File: config.mk
export PLATFORM = sky130hd
export DESIGN_NAME = iram_loader_flat
export DESIGN_NICKNAME = d
export VERILOG_FILES = /design/src/rtl/iram_loader_if.sv /design/src/rtl/iram_loader.sv /design/src/flat_wrapper.sv
export SDC_FILE = /design/constraint.sdc
export NUM_CORES = 1
export LEC_CHECK = 0
export ABC_AREA = 1
export CORE_UTILIZATION = 30
export CTS_BUF_LIST = sky130_fd_sc_hd__clkbuf_4
export CTS_CLUSTER_SIZE = 30
export DETAILED_ROUTE_END_ITERATION = 7
export MAX_ROUTING_LAYER = met4
export PLACE_DENSITY = 0.49
export SLEW_MARGIN = 5
export SYNTH_ARGS = -nofsm -noshare
export SYNTH_HDL_FRONTEND = slang
export SYNTH_SLANG_ARGS = --single-unit
File: constraint.sdc
create_clock -name clk -period 4.03 [get_ports clk]
set_input_delay 0.806 -clock clk [delete_from_list [all_inputs] [get_ports clk]]
set_output_delay 0.806 -clock clk [all_outputs]
set_load 0.05 [all_outputs]
File: src/rtl/iram_loader_if.sv
// Bus bundle between the host byte receiver, the loader and the IRAM array.
// master = loader side (consumes bytes, drives IRAM write port and status).
// slave  = environment side (drives bytes, observes writes and status).
interface iram_loader_if #(
  parameter int N      = 4,
  parameter int ADDR_W = 9
);
  logic              rx_valid;
  logic [7:0]        rx_data;
  logic [N-1:0]      iram_write_en;
  logic [ADDR_W-1:0] iram_addr;
  logic [15:0]       iram_data;
  logic [N-1:0]      hold_cores;
  logic              busy;
  logic              load_done;
  logic              load_error;

  modport master (
    input  rx_valid, rx_data,
    output iram_write_en, iram_addr, iram_data,
    output hold_cores, busy, load_done, load_error
  );

  modport slave (
    output rx_valid, rx_data,
    input  iram_write_en, iram_addr, iram_data,
    input  hold_cores, busy, load_done, load_error
  );
endinterface

File: src/rtl/iram_loader.sv
// Program loader: assembles a SEL/LEN/data byte frame into 16-bit words written to one or all core IRAMs.
// Latency: a word's write_en/addr/data appear the cycle after the edge that samples its low byte.
// Backpressure: none; every rx_valid byte is consumed, invalid frames are drained in SKIP states.
module iram_loader #(
  parameter int N      = 4,
  parameter int ADDR_W = 9
) (
  input  logic           clk,
  input  logic           rst,
  iram_loader_if.master  bus
);

  localparam logic [16:0] MAX_LEN = 17'(1 << ADDR_W);

  typedef enum logic [2:0] {
    IDLE, LEN_HI, LEN_LO, DATA_HI, DATA_LO, SKIP_HI, SKIP_LO
  } state_t;

  state_t            state_q;
  logic [N-1:0]      mask_q;       // target cores of the current frame
  logic              sel_ok_q;     // SEL named a real core or broadcast
  logic [7:0]        len_hi_q;
  logic [ADDR_W-1:0] last_idx_q;   // L-1, index of the final word
  logic [ADDR_W-1:0] idx_q;        // current word index
  logic [7:0]        data_hi_q;
  logic [N-1:0]      we_q;
  logic [ADDR_W-1:0] addr_q;
  logic [15:0]       data_q;
  logic [N-1:0]      hold_q;
  logic              done_q;
  logic              err_q;

  logic [N-1:0]      mask_d;
  logic              sel_ok_d;
  logic [15:0]       len_d;
  logic              len_bad_d;
  logic [ADDR_W-1:0] last_idx_d;

  // Decode the incoming byte as a SEL and as the low length byte.
  always_comb begin
    mask_d   = '0;
    sel_ok_d = 1'b0;
    if (bus.rx_data == 8'hFF) begin
      mask_d   = '1;
      sel_ok_d = 1'b1;
    end else begin
      for (int i = 0; i < N; i++) begin
        if (bus.rx_data == 8'(i)) begin
          mask_d[i] = 1'b1;
          sel_ok_d  = 1'b1;
        end
      end
    end
    len_d      = {len_hi_q, bus.rx_data};
    len_bad_d  = (len_d == 16'd0) || ({1'b0, len_d} > MAX_LEN);
    last_idx_d = ADDR_W'(len_d - 16'd1);
  end

  // Frame FSM with registered IRAM write port and status outputs.
  always_ff @(posedge clk or posedge rst) begin
    if (rst) begin
      state_q    <= IDLE;
      mask_q     <= '0;
      sel_ok_q   <= 1'b0;
      len_hi_q   <= '0;
      last_idx_q <= '0;
      idx_q      <= '0;
      data_hi_q  <= '0;
      we_q       <= '0;
      addr_q     <= '0;
      data_q     <= '0;
      hold_q     <= '1;
      done_q     <= 1'b0;
      err_q      <= 1'b0;
    end else begin
      we_q   <= '0;
      done_q <= 1'b0;
      if (bus.rx_valid) begin
        case (state_q)
          IDLE: begin
            err_q    <= 1'b0;
            mask_q   <= mask_d;
            sel_ok_q <= sel_ok_d;
            // Target cores are held from the moment they are selected.
            hold_q   <= hold_q | mask_d;
            state_q  <= LEN_HI;
          end
          LEN_HI: begin
            len_hi_q <= bus.rx_data;
            state_q  <= LEN_LO;
          end
          LEN_LO: begin
            last_idx_q <= last_idx_d;
            idx_q      <= '0;
            if (len_bad_d) begin
              // Hold bits raised by SEL stay set: the core image is now suspect.
              err_q   <= 1'b1;
              state_q <= IDLE;
            end else if (sel_ok_q) begin
              state_q <= DATA_HI;
            end else begin
              err_q   <= 1'b1;
              state_q <= SKIP_HI;
            end
          end
          DATA_HI: begin
            data_hi_q <= bus.rx_data;
            state_q   <= DATA_LO;
          end
          DATA_LO: begin
            we_q   <= mask_q;
            addr_q <= idx_q;
            data_q <= {data_hi_q, bus.rx_data};
            if (idx_q == last_idx_q) begin
              done_q  <= 1'b1;
              hold_q  <= hold_q & ~mask_q;
              state_q <= IDLE;
            end else begin
              idx_q   <= idx_q + ADDR_W'(1);
              state_q <= DATA_HI;
            end
          end
          SKIP_HI: begin
            state_q <= SKIP_LO;
          end
          SKIP_LO: begin
            if (idx_q == last_idx_q) begin
              state_q <= IDLE;
            end else begin
              idx_q   <= idx_q + ADDR_W'(1);
              state_q <= SKIP_HI;
            end
          end
          default: state_q <= IDLE;
        endcase
      end
    end
  end

  assign bus.iram_write_en = we_q;
  assign bus.iram_addr     = addr_q;
  assign bus.iram_data     = data_q;
  assign bus.hold_cores    = hold_q;
  assign bus.busy          = (state_q != IDLE);
  assign bus.load_done     = done_q;
  assign bus.load_error    = err_q;

endmodule
File: src/flat_wrapper.sv
// flat-port wrapper written by rule: the top's interface ports become plain ports
module iram_loader_flat 
#(
  parameter int N      = 4,
  parameter int ADDR_W = 9
)
  (clk, rst, bus_rx_valid, bus_rx_data, bus_iram_write_en, bus_iram_addr, bus_iram_data, bus_hold_cores, bus_busy, bus_load_done, bus_load_error);
  iram_loader_if #(.N(N), .ADDR_W(ADDR_W)) bus_i ();
  input  logic clk;
  input  logic rst;
  input wire logic [$bits(bus_i.rx_valid)-1:0] bus_rx_valid;
  input wire logic [$bits(bus_i.rx_data)-1:0] bus_rx_data;
  output wire logic [$bits(bus_i.iram_write_en)-1:0] bus_iram_write_en;
  output wire logic [$bits(bus_i.iram_addr)-1:0] bus_iram_addr;
  output wire logic [$bits(bus_i.iram_data)-1:0] bus_iram_data;
  output wire logic [$bits(bus_i.hold_cores)-1:0] bus_hold_cores;
  output wire logic [$bits(bus_i.busy)-1:0] bus_busy;
  output wire logic [$bits(bus_i.load_done)-1:0] bus_load_done;
  output wire logic [$bits(bus_i.load_error)-1:0] bus_load_error;
  assign bus_i.rx_valid = bus_rx_valid;
  assign bus_i.rx_data = bus_rx_data;
  assign bus_iram_write_en = bus_i.iram_write_en;
  assign bus_iram_addr = bus_i.iram_addr;
  assign bus_iram_data = bus_i.iram_data;
  assign bus_hold_cores = bus_i.hold_cores;
  assign bus_busy = bus_i.busy;
  assign bus_load_done = bus_i.load_done;
  assign bus_load_error = bus_i.load_error;
  iram_loader #(.N(N), .ADDR_W(ADDR_W)) u_core (.clk(clk), .rst(rst), .bus(bus_i));
endmodule
Word level (Yosys, flattened, before mapping)
Index checks and enable logic that the tools add are counted.
{"block": "totals", "register_bits": 77, "inputBits": 11, "out_inout_bits": 36, "wordCells": 76}
{"block": "op_classes", "n_addsub": 2, "order_cmp": 1, "n_eq_ne": 14, "muxes": 26, "bitwise_logic": 3, "n_reduce_logical": 17}
{"op": "$pmux W3 S7", "n": 1}
{"op": "$pmux W9 S2", "n": 1}
{"op": "$eq A8 B2 Y1 const B", "n": 2}
{"op": "$gt A16 B10 Y1 const B", "n": 1}
{"op": "$logic_not A16 Y1", "n": 1}
{"op": "$mux W4", "n": 4}
{"op": "$mux W1", "n": 13}
{"op": "$reduce_and A2 Y1", "n": 5}
{"op": "$add A9 B1 Y9 const B", "n": 1}
{"op": "$eq A3 B3 Y1 const B", "n": 3}
{"op": "$eq A9 B9 Y1", "n": 1}
{"op": "$mux W3", "n": 3}
{"op": "$mux W9", "n": 1}
{"op": "$reduce_and A3 Y1", "n": 3}
{"op": "$sub A9 B1 Y9 const B", "n": 1}
{"op": "$eq A8 B1 Y1 const B", "n": 1}
{"op": "$eq A8 B8 Y1 const B", "n": 1}
{"op": "$logic_not A8 Y1", "n": 1}
{"op": "$pmux W4 S2", "n": 1}
{"op": "$eq A3 B2 Y1 const B", "n": 2}
{"op": "$reduce_bool A2 Y1", "n": 3}
{"op": "$and A4 B4 Y4", "n": 1}
{"op": "$not A4 Y4", "n": 1}
{"op": "$or A4 B4 Y4", "n": 1}
{"op": "other kinds (10)", "n": 10}

Logic depth before layout (Yosys ltp)
Gate-level depths: netlist of the first run.
{"block": "depth", "ltp_word": 6, "mapped_depth": 11, "mapped_depth_nobuf": 11}

Least setup slack after synthesis of the first run
No wires, ideal clock.
{"block": "synth_timing", "path_type": "input port to flip-flop", "from": "input bus_rx_data[0]", "to": "register u_core.state_q[0]", "setup_ps": 117, "t_arrival_ps": 1682, "t_required_ps": 3913, "path_slack_ps": 2231, "stages": 9, "path_buffers": 0, "path_cell_list": "inv_1 > ha_1 > nand2_1 > nor2_4 > nand3_1 > nand3_1 > nand3_1 > nand2_1 > nand2_1"}
{"block": "synth_between", "elab_chain_cells": 4, "elab_cells_between_ends": 5, "cone_classes": "1 x order compare; 2 x mux; 2 x reduce/logical"}
{"element": "start, declared", "line_no": "flat_wrapper.sv:12", "source": "input wire logic [$bits(bus_i.rx_data)-1:0] bus_rx_data;"}
{"element": "$gt A16 B10 Y1 or $logic_not A16 Y1 (tied branches)", "line_no": "iram_loader.sv:55", "source": "len_bad_d = (len_d == 16'd0) || ({1'b0, len_d} > MAX_LEN);"}
{"element": "$logic_or A1 B1 Y1 (*)", "line_no": "iram_loader.sv:55"}
{"element": "$mux W3 (*)", "line_no": "iram_loader.sv:95", "source": "if (len_bad_d) begin"}
{"element": "$pmux W3 S7 (*)", "line_no": "iram_loader.sv:79", "source": "case (state_q)"}
{"element": "end signal, assigned", "line_no": "iram_loader.sv:62", "source": "state_q <= IDLE;"}
{"element": "end signal, assigned", "line_no": "iram_loader.sv:98", "source": "state_q <= IDLE;"}
{"element": "end signal, assigned", "line_no": "iram_loader.sv:100", "source": "state_q <= DATA_HI;"}
{"element": "end, declared", "line_no": "iram_loader.sv:19", "source": "state_t state_q;"}
Mark *: on every way between the ends. The rest lies on a longest branch, timed or not.
A chain may end at the register's enable or synchronous reset.

Worst setup path after layout of the first run
{"block": "layout_timing", "from": "register u_core.state_q[1]", "to": "output bus_busy"}
{"block": "layout_between", "elab_chain_cells": 1}
{"element": "start signal, assigned", "line_no": "iram_loader.sv:62"}
{"element": "start signal, assigned", "line_no": "iram_loader.sv:86", "source": "state_q <= LEN_HI;"}
{"element": "start signal, assigned", "line_no": "iram_loader.sv:90", "source": "state_q <= LEN_LO;"}
{"element": "$reduce_bool A3 Y1", "line_no": "iram_loader.sv:144", "source": "assign bus.busy = (state_q != IDLE);"}
{"element": "end, declared", "line_no": "flat_wrapper.sv:17", "source": "output wire logic [$bits(bus_i.busy)-1:0] bus_busy;"}
No other way between the ends.

==> results_dict.tcl, run 1 <==
set metrics [dict create \
    fmax_mhz 354 \
    slowest_delay_ns 0.80 \
    dieWidth_um 113 \
    layout_min_cycle_time_ns 2.83 \
    rows 40 \
    max-slew-margin-rel 0.543 \
    via_per_inst 4.55 \
    ir_worst_vdd_uv 276 \
    worst_slew_pin_slew_ns 0.683 \
    post_drt_wl_per_cell_um 13.4 \
    yosys.area_share.simple 0.242 \
    min_to "u_core.bus.hold_cores[3]" \
    fin_cells 626 \
    cts_max_level 3 \
    cts_setup_buffers 0 \
    die_h_um 113 \
    path_buf_inv 3 \
    synthMuxAreaShare 0.0307 \
    critPathCaptureType "output port" \
    first_pass_iters 4 \
    p_switching_uw 1200 \
    run_status "completed" \
    ff2ff_path_depth 7 \
    numClockSinks 77 \
    reg2reg_setup_slack_ns 2.04 \
    route.detailed.drc 0 \
    power.share.clock 0.181 \
    r2r-end "u_core.idx_q[0]" \
    grt_overflow 0 \
    routabilityCongestion 0.827 \
    synth.avg_cell_area_um2 8.64 \
    cts_tree "yes" \
    ys_async_sr_fraction 1.00 \
    syn_inst 425 \
    fin_worst_skew_ns 0.0152 \
    synth_edf_count 0 \
    cp.required_ns 3.22 \
    rr_startpoint "u_core.state_q[2]" \
    initial_core_util 0.307 \
    drv_cap 0 \
    layout-drive-gt1-share 0.111 \
    crit_start "u_core.state_q[1]" \
    hold_viol 0 \
    clk_pin_slew_ns 0.12 \
    core_area_um2 12000 \
    antenna_cells 0 \
    ctsHoldBuffers 0 \
    dpl.cell_count 610 \
    cp_slowest_cell "clkdlybuf4s50_1" \
    arrival_ns 2.02 \
    cp-start-kind "flop" \
    synth_most_common_cell "nand2_1" \
    synthAdderAreaFrac 0.0204 \
    yosysTopAreaCellShare 0.497 \
    root_buffer "clkbuf_4" \
    clockBufferDepth 2 \
    power_density_nw_per_um2 647 \
    hold_depth 2 \
    synth_area_leader_cell "dfrtp_1" \
    maxSlewViolCount 0 \
    grt_first_pass_wirelength_um 14500 \
    synth-seq-area-share 0.526 \
    switching_share 0.418 \
    antenna_found_initial 0 \
    clk_latency_ns 0.44 \
    min-delay-path-class "reg2reg" \
    synthesis.area_um2 3670 \
    syn_to_final_growth_pct 20.4 \
    synth_top_family_by_area "simple AND/OR/NAND/NOR gates" \
    place_hpwl_um 6190 \
    p_int_uw 1670 \
    fin_tns_setup_ns 0 \
    cp_top_family "buffers and inverters" \
    min_period_over_period 0.702 \
    io_pins 47 \
    die_area_um2 12700 \
    hp-start "u_core.bus.hold_cores[3]" \
    seqPwrFrac 0.408 \
    finalSetupViolations 0 \
    synth_commonest_cells "nand2_1 (120), dfrtp_1 (73), o21ai_0 (49)" \
    rsz0062_at_grt "false" \
    portBuffers 46 \
    critPathKind "reg2out" \
    cp_max_fo 6 \
    synth_compound_area_frac 0.0821 \
    synth.area.top_cells "dfrtp_1 (50%), nand2_1 (12%), o21ai_0 (6.7%)" \
    ys_ff_latch 77 \
    worstPathCellList "inv_2, nand2_2, nor2_1, inv_1, clkdlybuf4s50_1" \
    num-nets-final 491 \
    cts.repair.resized 0 \
    cts_buffers 9 \
    ys_warn_count 0 \
    finalWirelength_um 8380 \
    final_antenna_net_count 0 \
    leakagePower_uw 0.00208 \
    synthXorXnorAreaFrac 0.0286 \
    grt_pass1_vias 2847 \
    syn-num-nets 442 \
    grt_start_max_net_pins 47 \
    ys.flop_type "dfrtp_1" \
    synth_cell_types 32 \
    num_vias 2847 \
    drt_iter0_drc 91 \
    grt_usage 0.153 \
    p_comb_frac 0.411 \
]
power groups by stage:
stage               clock network (µW)  registers (µW)  logic (µW)
CTS                                536            1170        1190
global route                       571            1200        1300
floorplan                            0            1460         544
finish                             518            1170        1180
detailed placement                   0            1180        1190
global placement                     0            1180        1180
area by class of cell:
cell class | count | area, µm²
clock buffer | 10 | 75.1
sequential | 77 | 1930
multi-input combinational | 286 | 1480
inverter | 52 | 195
fill | 1233 | 7540
clock inverter | 6 | 77.6
tap | 147 | 184
timing repair buffer | 48 | 475
cell usage in the layout (no fill, tap or decap), types with 7 or more instances in the layout:
cell type and n:
inv_1 44, nor2_1 30, dfrtp_1 73, inv_2 8, nand2_1 120, xor2_1 7, clkdlybuf4s50_1 46, clkbuf_4 10
o21ai_0 49, nand3_1 27
worst max path at each step:
stage,endpoint,slack [ns],cells past startpoint
floorplan,u_core.bus.iram_addr[0],1.26,1
global placement,u_core.idx_q[2],1.20,7
detailed placement,u_core.idx_q[0],1.09,7
CTS,bus_busy,1.16,5
global route,bus_busy,1.06,5
finish,bus_busy,1.20,5
worst reg2reg max path, cell delays in order, from the launching register on:
cell,delay (ns)
dfrtp_1,0.46
inv_2,0.14
nand3_1,0.14
nor2_1,0.56
inv_2,0.31
nand2_4,0.20
nand2_1,0.06
nand2_1,0.07
logic make-up after synthesis:
group / after synthesis
buf+inv: 62
fa+ha+maj: 6
xor+xnor: 12
compound gates: 58
flops: 77
simple gates: 201
mux: 9
through the flow:
stage               setup slack, ns  total power [µW]  utilization  instance area, µm²  hold slack, ns
finish                         1.20              2860        0.370                4420           0.469
global placement               1.20              2350        0.357                4270           0.453
detailed placement             1.09              2370        0.357                4270           0.454
global route                   1.06              3070        0.370                4420           0.505
floorplan                      1.26              2010            -                3670           0.445
CTS                            1.16              2900        0.370                4420           0.473
sequential cells by signal, indices dropped and copies added (netlist names):
signal	cells
u_core.idx_q	9
u_core.state_q	3
u_core.len_hi_q	8
u_core.sel_ok_q	1
u_core.mask_q	4
u_core.data_hi_q	8
u_core.bus.iram_write_en	4
u_core.last_idx_q	9
u_core.bus.iram_addr	9
u_core.bus.load_error	1
u_core.bus.iram_data	16
u_core.bus.hold_cores	4
u_core.bus.load_done	1
per-layer routing:
metal / share of wire / up-vias / GRT usage
met1: 0.48 / 1345 / 0.195
met2: 0.48 / 47 / 0.240
met4: 0.010 / 0 / 0.0373
met3: 0.037 / 9 / 0.0427
met5: 0 / - / -
li1: - / 1446 / -
(Power assumes the default switching activity.)
==> run 2: changes to the inputs <==
--- a/config.mk
+++ b/config.mk
@@ -11,7 +11,7 @@
 export CTS_CLUSTER_SIZE = 30
 export DETAILED_ROUTE_END_ITERATION = 7
 export MAX_ROUTING_LAYER = met4
-export PLACE_DENSITY = 0.49
+export PLACE_DENSITY = 0.5
 export SLEW_MARGIN = 5
 export SYNTH_ARGS = -nofsm -noshare
 export SYNTH_HDL_FRONTEND = slang
==> constraint.sdc (replaced) <==
create_clock -name clk -period 2.5 [get_ports clk]
set_input_delay 0.5 -clock clk [delete_from_list [all_inputs] [get_ports clk]]
set_output_delay 0.5 -clock clk [all_outputs]
set_load 0.05 [all_outputs]
==> run 2 against run 1 <==
Compared with the run above: cell count grew 0.32%; worst hold slack lost 0.016 ns; clock skew grew 0.0070 ns; clock power grew 66%; final area grew 0.59%; register-to-register slack lost 1.2 ns; first-iteration DRC count grew 70%; utilization grew 0.22 points; via count grew 0.91%; flip-flop and latch count is the same.
==> results_dict.tcl, run 2 (synthesized netlist as in run 1, its figures left out) <==
set metrics [dict create \
    ff2ff_path_depth 5 \
    path_buf_inv 1 \
    worst_slew_pin_slew_ns 0.539 \
    clk_latency_ns 0.44 \
    run_status "completed" \
    met1_usage 0.194 \
    rsz0062_at_grt "false" \
    io_pins 47 \
    place_hpwl_um 5830 \
    cp-start-kind "flop" \
    p_int_uw 2700 \
    cp.depth 1 \
    r2r-end "u_core.bus.iram_addr[1]" \
    min_period_over_period 0.909 \
    cp_top_family "buffers and inverters" \
    finalSetupViolations 0 \
    critPathCaptureType "output port" \
    rows 40 \
    hold_viol 0 \
    grt_start_max_net_pins 78 \
    layout_common_cells "nand2_1 (120), dfrtp_1 (73), o21ai_0 (49), clkdlybuf4s50_1 (45), inv_1 (44)" \
    holdWs_ns 0.454 \
    core_area_um2 12000 \
    max-slew-margin-rel 0.640 \
    p_comb_frac 0.410 \
    power_density_nw_per_um2 1040 \
    grt_first_pass_wirelength_um 14200 \
    pre_cts_slack_ns 0.274 \
    fmax_mhz 440 \
    fin_util 0.372 \
    drv_cap 0 \
    ctsHoldBuffers 0 \
    reg2reg_setup_slack_ns 0.87 \
    num-nets-final 492 \
    root_buffer "clkbuf_4" \
    min-delay-path-class "in2async" \
    maxSlewViolCount 0 \
    syn_to_final_growth_pct 21.1 \
    finalPower_uw 4640 \
    slowest_delay_ns 0.79 \
    setup_slack_ns 0.227 \
    first_pass_iters 4 \
    gr-usage-met3 0.0335 \
    grt_usage 0.149 \
    cts_max_level 3 \
    grt_util_met2 0.228 \
    p_switching_uw 1940 \
    rr_startpoint "u_core.state_q[0]" \
    fin_tns_setup_ns 0 \
    endpoint "bus_hold_cores[0]" \
    regArea_um2 1930 \
    critPathKind "reg2out" \
    die_h_um 113 \
    routabilityCongestion 0.801 \
    ir_worst_vdd_uv 352 \
    num_vias 2873 \
    route.detailed.drc 0 \
    cp_slowest_cell "clkdlybuf4s50_1" \
    arrival_ns 1.77 \
    via_per_inst 4.57 \
    die_area_um2 12700 \
    cp.required_ns 2.00 \
    numClockSinks 77 \
    grt-busiest-layer "met2" \
    worstPathCellList "clkdlybuf4s50_1" \
    crit_start "u_core.bus.hold_cores[0]" \
    drt_iter0_drc 155 \
    seqPwrFrac 0.404 \
    portBuffers 46 \
    post_drt_wl_per_cell_um 13.3 \
    cp_max_fo 2 \
    initial_core_util 0.307 \
    cts_tree "yes" \
    dieWidth_um 113 \
    filler_cell_count 1219 \
    final_antenna_net_count 0 \
    grt_overflow 0 \
    switching_share 0.418 \
    grt_pass1_vias 2809 \
    clk_pin_slew_ns 0.13 \
    finalWirelength_um 8350 \
    final_common_cell "nand2_1" \
    layout_min_cycle_time_ns 2.27 \
    leakagePower_uw 0.00210 \
    cts_buffers 9 \
    fin_worst_skew_ns 0.0222 \
    antenna_found_initial 1 \
    largest_reg_flops 16 \
    clockBufferDepth 2 \
    power.share.clock 0.185 \
    layout-drive-gt1-share 0.117 \
    multi_input_area_um2 1480 \
]
-- run 2: routing by layer --
layer / routed length (µm) / vias up
met5: 0 / -
met4: 121 / 0
met3: 250 / 8
met2: 3860 / 49
met1: 4130 / 1367
li1: - / 1449
-- run 2: metrics by stage --
stage,area [µm²],instances
3_5_place_dp,4290,611
2_1_floorplan,3670,425
4_1_cts,4450,627
3_3_place_gp,4290,611
6_report,4450,628
5_1_grt,4450,628
-- run 2: worst min-delay path by stage --
stage	depth (start not counted)	endpoint
global route	3	u_core.mask_q[2]
CTS	3	u_core.data_hi_q[6]
finish	3	u_core.state_q[0]
global placement	2	u_core.bus.hold_cores[2]
detailed placement	2	u_core.bus.hold_cores[3]
floorplan	2	u_core.len_hi_q[3]
-- run 2: layout make-up --
cell class	count	share of cell area
Multi-Input combinational cell	286	0.334
Timing Repair Buffer	49	0.111
Sequential cell	77	0.434
Clock buffer	11	0.0186
Inverter	52	0.0439
Clock inverter	5	0.0169
Tap cell	147	0.0413
Antenna cell	1	0.000562
-- run 2: power by group through the flow --
stage | logic [µW] | clock network (µW) | registers (µW)
final | 1910 | 859 | 1880
after global routing | 2090 | 947 | 1930
after CTS | 1930 | 896 | 1880
after detailed placement | 1930 | 0 | 1900
after global placement | 1920 | 0 | 1900
after floorplan | 877 | 0 | 2360
-- run 2: worst register-to-register path, stage by stage, from the launching register on --
cell and delay [ns]:
dfrtp_1 0.46, inv_2 0.11, nand2_2 0.08, nor2_4 0.13, nand2_4 0.29, mux2_4 0.45
-- run 2: what timing repair did --
action	in CTS	in global routing
gates resized for setup	1	0
setup buffers	0	0
setup endpoints to repair	1	0
